**src/rtl/mul_issue.sv**
```systemverilog
// Issue/writeback sequencer for RV32M multiply ops.
// Holds one op in flight and owns the handshake with an external multiplier.
module mul_issue #(
    parameter int TIMEOUT = 8
) (
    input  logic        clk,
    input  logic        reset,
    input  logic        in_valid,
    output logic        in_ready,
    input  logic [31:0] in_rs1,
    input  logic [31:0] in_rs2,
    input  logic [2:0]  in_funct3,
    input  logic [4:0]  in_rd,
    input  logic        flush,
    output logic        mul_start,
    output logic [31:0] mul_rs1,
    output logic [31:0] mul_rs2,
    output logic [2:0]  mul_funct3,
    input  logic [31:0] mul_result,
    input  logic        mul_done,
    output logic        wb_valid,
    input  logic        wb_ready,
    output logic [4:0]  wb_rd,
    output logic [31:0] wb_data,
    output logic        wb_err,
    output logic        busy
);

    typedef enum logic [2:0] {
        IDLE,
        START,
        WAIT,
        WB,
        DRAIN
    } state_t;

    state_t     state;
    logic [7:0] cnt;
    logic       accept;
    logic       expired;

    assign in_ready = !flush && (state == IDLE || (state == WB && wb_ready));
    assign accept   = in_valid && in_ready;
    // >= so a count carried from WAIT into DRAIN still terminates
    assign expired  = (cnt >= 8'(TIMEOUT - 1));
    assign busy     = (state != IDLE);

    always_ff @(posedge clk or negedge reset) begin
        if (!reset) begin
            state      <= IDLE;
            cnt        <= '0;
            mul_start  <= 1'b0;
            mul_rs1    <= '0;
            mul_rs2    <= '0;
            mul_funct3 <= '0;
            wb_valid   <= 1'b0;
            wb_rd      <= '0;
            wb_data    <= '0;
            wb_err     <= 1'b0;
        end else begin
            mul_start <= 1'b0;
            if (accept) begin
                mul_rs1    <= in_rs1;
                mul_rs2    <= in_rs2;
                mul_funct3 <= in_funct3;
                wb_rd      <= in_rd;
                wb_data    <= '0;
                wb_err     <= in_funct3[2];
                cnt        <= '0;
                if (in_funct3[2]) begin
                    state    <= WB;
                    wb_valid <= 1'b1;
                end else begin
                    state     <= START;
                    mul_start <= 1'b1;
                    wb_valid  <= 1'b0;
                end
            end else begin
                unique case (state)
                    IDLE: ;
                    // mul_done here is stale from the previous op
                    START: begin
                        cnt   <= '0;
                        state <= flush ? DRAIN : WAIT;
                    end
                    WAIT: begin
                        if (flush) begin
                            state <= DRAIN;
                            cnt   <= cnt + 8'd1;
                        end else if (mul_done) begin
                            state    <= WB;
                            wb_valid <= 1'b1;
                            wb_data  <= mul_result;
                            wb_err   <= 1'b0;
                        end else if (expired) begin
                            state    <= WB;
                            wb_valid <= 1'b1;
                            wb_data  <= '0;
                            wb_err   <= 1'b1;
                        end else begin
                            cnt <= cnt + 8'd1;
                        end
                    end
                    WB: begin
                        if (flush || wb_ready) begin
                            state    <= IDLE;
                            wb_valid <= 1'b0;
                        end
                    end
                    DRAIN: begin
                        if (mul_done || expired) begin
                            state <= IDLE;
                            cnt   <= '0;
                        end else begin
                            cnt <= cnt + 8'd1;
                        end
                    end
                    default: state <= IDLE;
                endcase
            end
        end
    end

endmodule

```
**config.mk**
```make
export PLATFORM = sky130hd
export DESIGN_NAME = mul_issue
export DESIGN_NICKNAME = d
export VERILOG_FILES = /design/src/rtl/mul_issue.sv
export SDC_FILE = /design/constraint.sdc
export NUM_CORES = 1
export LEC_CHECK = 0
export BUFFER_PORTS_ARGS = -buffer_cell sky130_fd_sc_hd__buf_2
export CORE_MARGIN = 2
export CORE_UTILIZATION = 45
export CTS_BUF_LIST = sky130_fd_sc_hd__clkbuf_4
export CTS_CLUSTER_SIZE = 10
export DETAILED_ROUTE_END_ITERATION = 16
export PLACE_DENSITY = 0.78
export SYNTH_ARGS = -nofsm -noshare
export SYNTH_HDL_FRONTEND = slang
export SYNTH_SLANG_ARGS = --single-unit
```
**constraint.sdc**
```tcl
create_clock -name clk -period 6.1 [get_ports clk]
set_input_delay 0.915 -clock clk [delete_from_list [all_inputs] [get_ports clk]]
set_output_delay 0.915 -clock clk [all_outputs]
set_load 0.01 [all_outputs]
```
==> out/qor.csv <==
metric,value,unit
Initial DRT Pass Iterations,4,
placed insts,651,
Hold Path Class,in -> async,
DRC viols,0,
CTS H-tree lvls,4,
Crit Path Max Fanout,76,
gr ovfl total,0,
Synth Net Count,424,
Total Routing Usage GR,19.96,%
hold_buf cts,0,
fmax,0.3231,GHz
Max VDD drop,0.2458,mV
# diodes,0,
Skew-Pair Late Insertion Delay,0.50,ns
Root Buffer Master,clkbuf_4,
Synth Register Bits,118,
Worst setup SP type,flop,
# setup viols final,0,
slew of the pin with the lowest slew margin,1.171,ns
cell mode on critical path,and3_1,
Final Max Slew Viols,0,
leakage,0.003129,uW
status,"finished, final reports clean",
kind of critical path,reg -> reg,
number of global-route vias before repair,3579,
Crit-path slowest cell,and3_1,
yosys synthesis warning count,0,
initial antenna violation count,0,
initial core utilization,45.54,%
"Largest delay share family, worst path",simple AND/OR/NAND/NOR gates,
Post-synth EDFFs,0,
GP Congestion,0.7450,
CTS tree,done,
num ports,219,
Die Y,105.5,um
CP max stage delay,1.07,ns
maxcap violations,0,
Worst setup EP type,flop,
post-synth top area share,63.66,%
Critical Path RT,6.53,ns
CORE AREA,10180,sq um
Worst-path clk slew,0.10,ns
post-route cell area,6090,sq um
Final Hold Fails,0,
most frequent cell after synthesis,dfrtp_1,
Synth area leader,dfrtp_1,
Antenna Nets Post-Route,0,
routed wire length,10540,um
Commonest cells post-synth,"118 x dfrtp_1, 72 x mux2_2, 32 x a22o_1",
sequential share of the synthesized area,63.66,%
CP Buf/Inv Count,1,
Worst EP arrival,3.52,ns
std cell rows,37,
Power Density,465.4,nW/um^2
Tmin final,3.095,ns
pin count of the biggest net entering global routing,91,
"Cell Area, Synth",4638,sq um
Rel. slew slack,21.92,%
Hold WS,0.3195,ns
Synth Instances,313,
stages on the worst setup path,5,
RSZ-0062 raised after global routing,no,
R2R cell count,5,
Final Net Count,645,
Post-CTS Setup Bufs,0,
Placed Area,5801,sq um
layout cells sized above 1,60.15,%
first-pass GRT wire length,17280,um
Final HPWL DP,7577,um
CTS Buffer Depth,2,
Area Overhead vs Synth,31.29,%
vias,3407,
post_cts resized,0,
ys async rst share,100.0,%
Die W,105.5,um
Mapped Avg Cell Area,14.82,sq um
Synth cell types,35,
setup tns final,0,ns
predominant post-synthesis flop cell,dfrtp_1,
period utilization,50.74,%
CTS sink cnt,118,
die area,11140,sq um
Synth area leaders,"dfrtp_1 64%, mux2_2 17%, a22o_1 6.0%",
Iter 0 DRT Violations,142,
WL/cell,15.43,um
IO Port Bufs,218,
critical-path cell list,"and3_1, o211ai_1, buf_4, and3_1, a22o_1",
CTS Buf Count,17,
worst-case clock skew,0.01812,ns
average vias per placed instance,4.988,
fin cells,683,
-- registers in the layout, summed over array words and instances, names as in the netlist --
signal	cells
mul_rs1	32
mul_rs2	32
wb_data	32
cnt	8
wb_rd	5
mul_funct3	3
state	3
mul_start	1
wb_err	1
wb_valid	1
-- cell families (layout without fill, tap and decap cells) --
family                   Yosys count  after routing  share of synthesized area (%)
flip-flops                       118            118                          63.66
AND/OR/NAND/NOR                   36             36                          4.640
multiplexers                      72             72                          17.48
buffers and inverters             22            256                          2.913
XOR/XNOR                           2              2                         0.3777
adder cells (fa/ha/maj)            1              1                         0.2697
AO/OA/AOI/OAI                     62             62                          10.66
-- per-layer routing --
layer  vias to the layer above  part of all wire [%]  GRT usage (%)
met5                         -                     0              0
met4                         0                   2.3          9.492
met3                        22                   5.6          6.926
met2                       118                    54          32.95
met1                      1672                    38          23.33
li1                       1595                     -              -
-- through the flow --
step / util [%] / setup slack, ns / total power [uW]
finish: 59.79 / 3.005 / 2834
global route: 59.79 / 2.711 / 3024
floorplan: - / 3.801 / 1848
CTS: 59.79 / 2.950 / 2872
detailed placement: 56.95 / 2.491 / 2295
global placement: 56.95 / 2.639 / 2247
-- report_power, final --
| group | leakage (uW) | internal [uW] | switching, uW |
|---|---|---|---|
| Combinational | 0.00151 | 521 | 494 |
| Sequential | 0.00148 | 1080 | 167 |
| Clock | 0.000140 | 278 | 291 |
| Total | 0.00313 | 1880 | 953 |
-- layout by cell type, fill, tap and decap left out, drive strengths merged, types with 2 or more instances in the layout --
cell type / Yosys / layout
buf: 19 / 221
dfrtp: 118 / 118
mux2: 72 / 72
a22o: 32 / 32
clkbuf: 0 / 17
o21ai: 12 / 12
nor2: 9 / 9
nand2: 6 / 6
clkinv: 0 / 6
clkinvlp: 0 / 5
nand3: 5 / 5
a21oi: 4 / 4
inv: 3 / 4
and3: 3 / 3
o31ai: 3 / 3
bufinv: 0 / 3
or3: 2 / 2
nor3: 2 / 2
a211oi: 2 / 2
xor2: 2 / 2
nor3b: 2 / 2
a31oi: 2 / 2
nand2b: 2 / 2
a21boi: 2 / 2
-- worst paths after layout --
kind | startpoint | end | slack, ns
min reg2reg | cnt[7]$_DFFE_PN0P_ | cnt[7]$_DFFE_PN0P_ | 0.51
max | state[0]$_DFFE_PN0P_ | wb_data[10]$_DFFE_PN0P_ | 3.00
min | reset | mul_rs2[11]$_DFFE_PN0N_ | 0.32
max reg2reg | state[0]$_DFFE_PN0P_ | wb_data[10]$_DFFE_PN0P_ | 3.00
min in group clk | cnt[7]$_DFFE_PN0P_ | cnt[7]$_DFFE_PN0P_ | 0.51
max in group asynchronous | reset | cnt[0]$_DFFE_PN0P_ | 4.34
-- layout make-up --
class | count | area [sq um]
flip-flops and latches | 118 | 2953
clock inverters | 15 | 161.4
multi-input cells | 173 | 1550
well taps | 136 | 170.2
repair buffers | 221 | 1116
clock buffers | 17 | 127.6
fillers | 866 | 4095
inverters | 3 | 11.26
-- worst reg2reg max path: stages (launching register included) --
cell,delay [ns]
dfrtp_1,0.53
and3_1,0.25
o211ai_1,0.17
buf_4,0.73
and3_1,1.08
a22o_1,0.27
No activity file was read; power rests on OpenSTA's default activity.
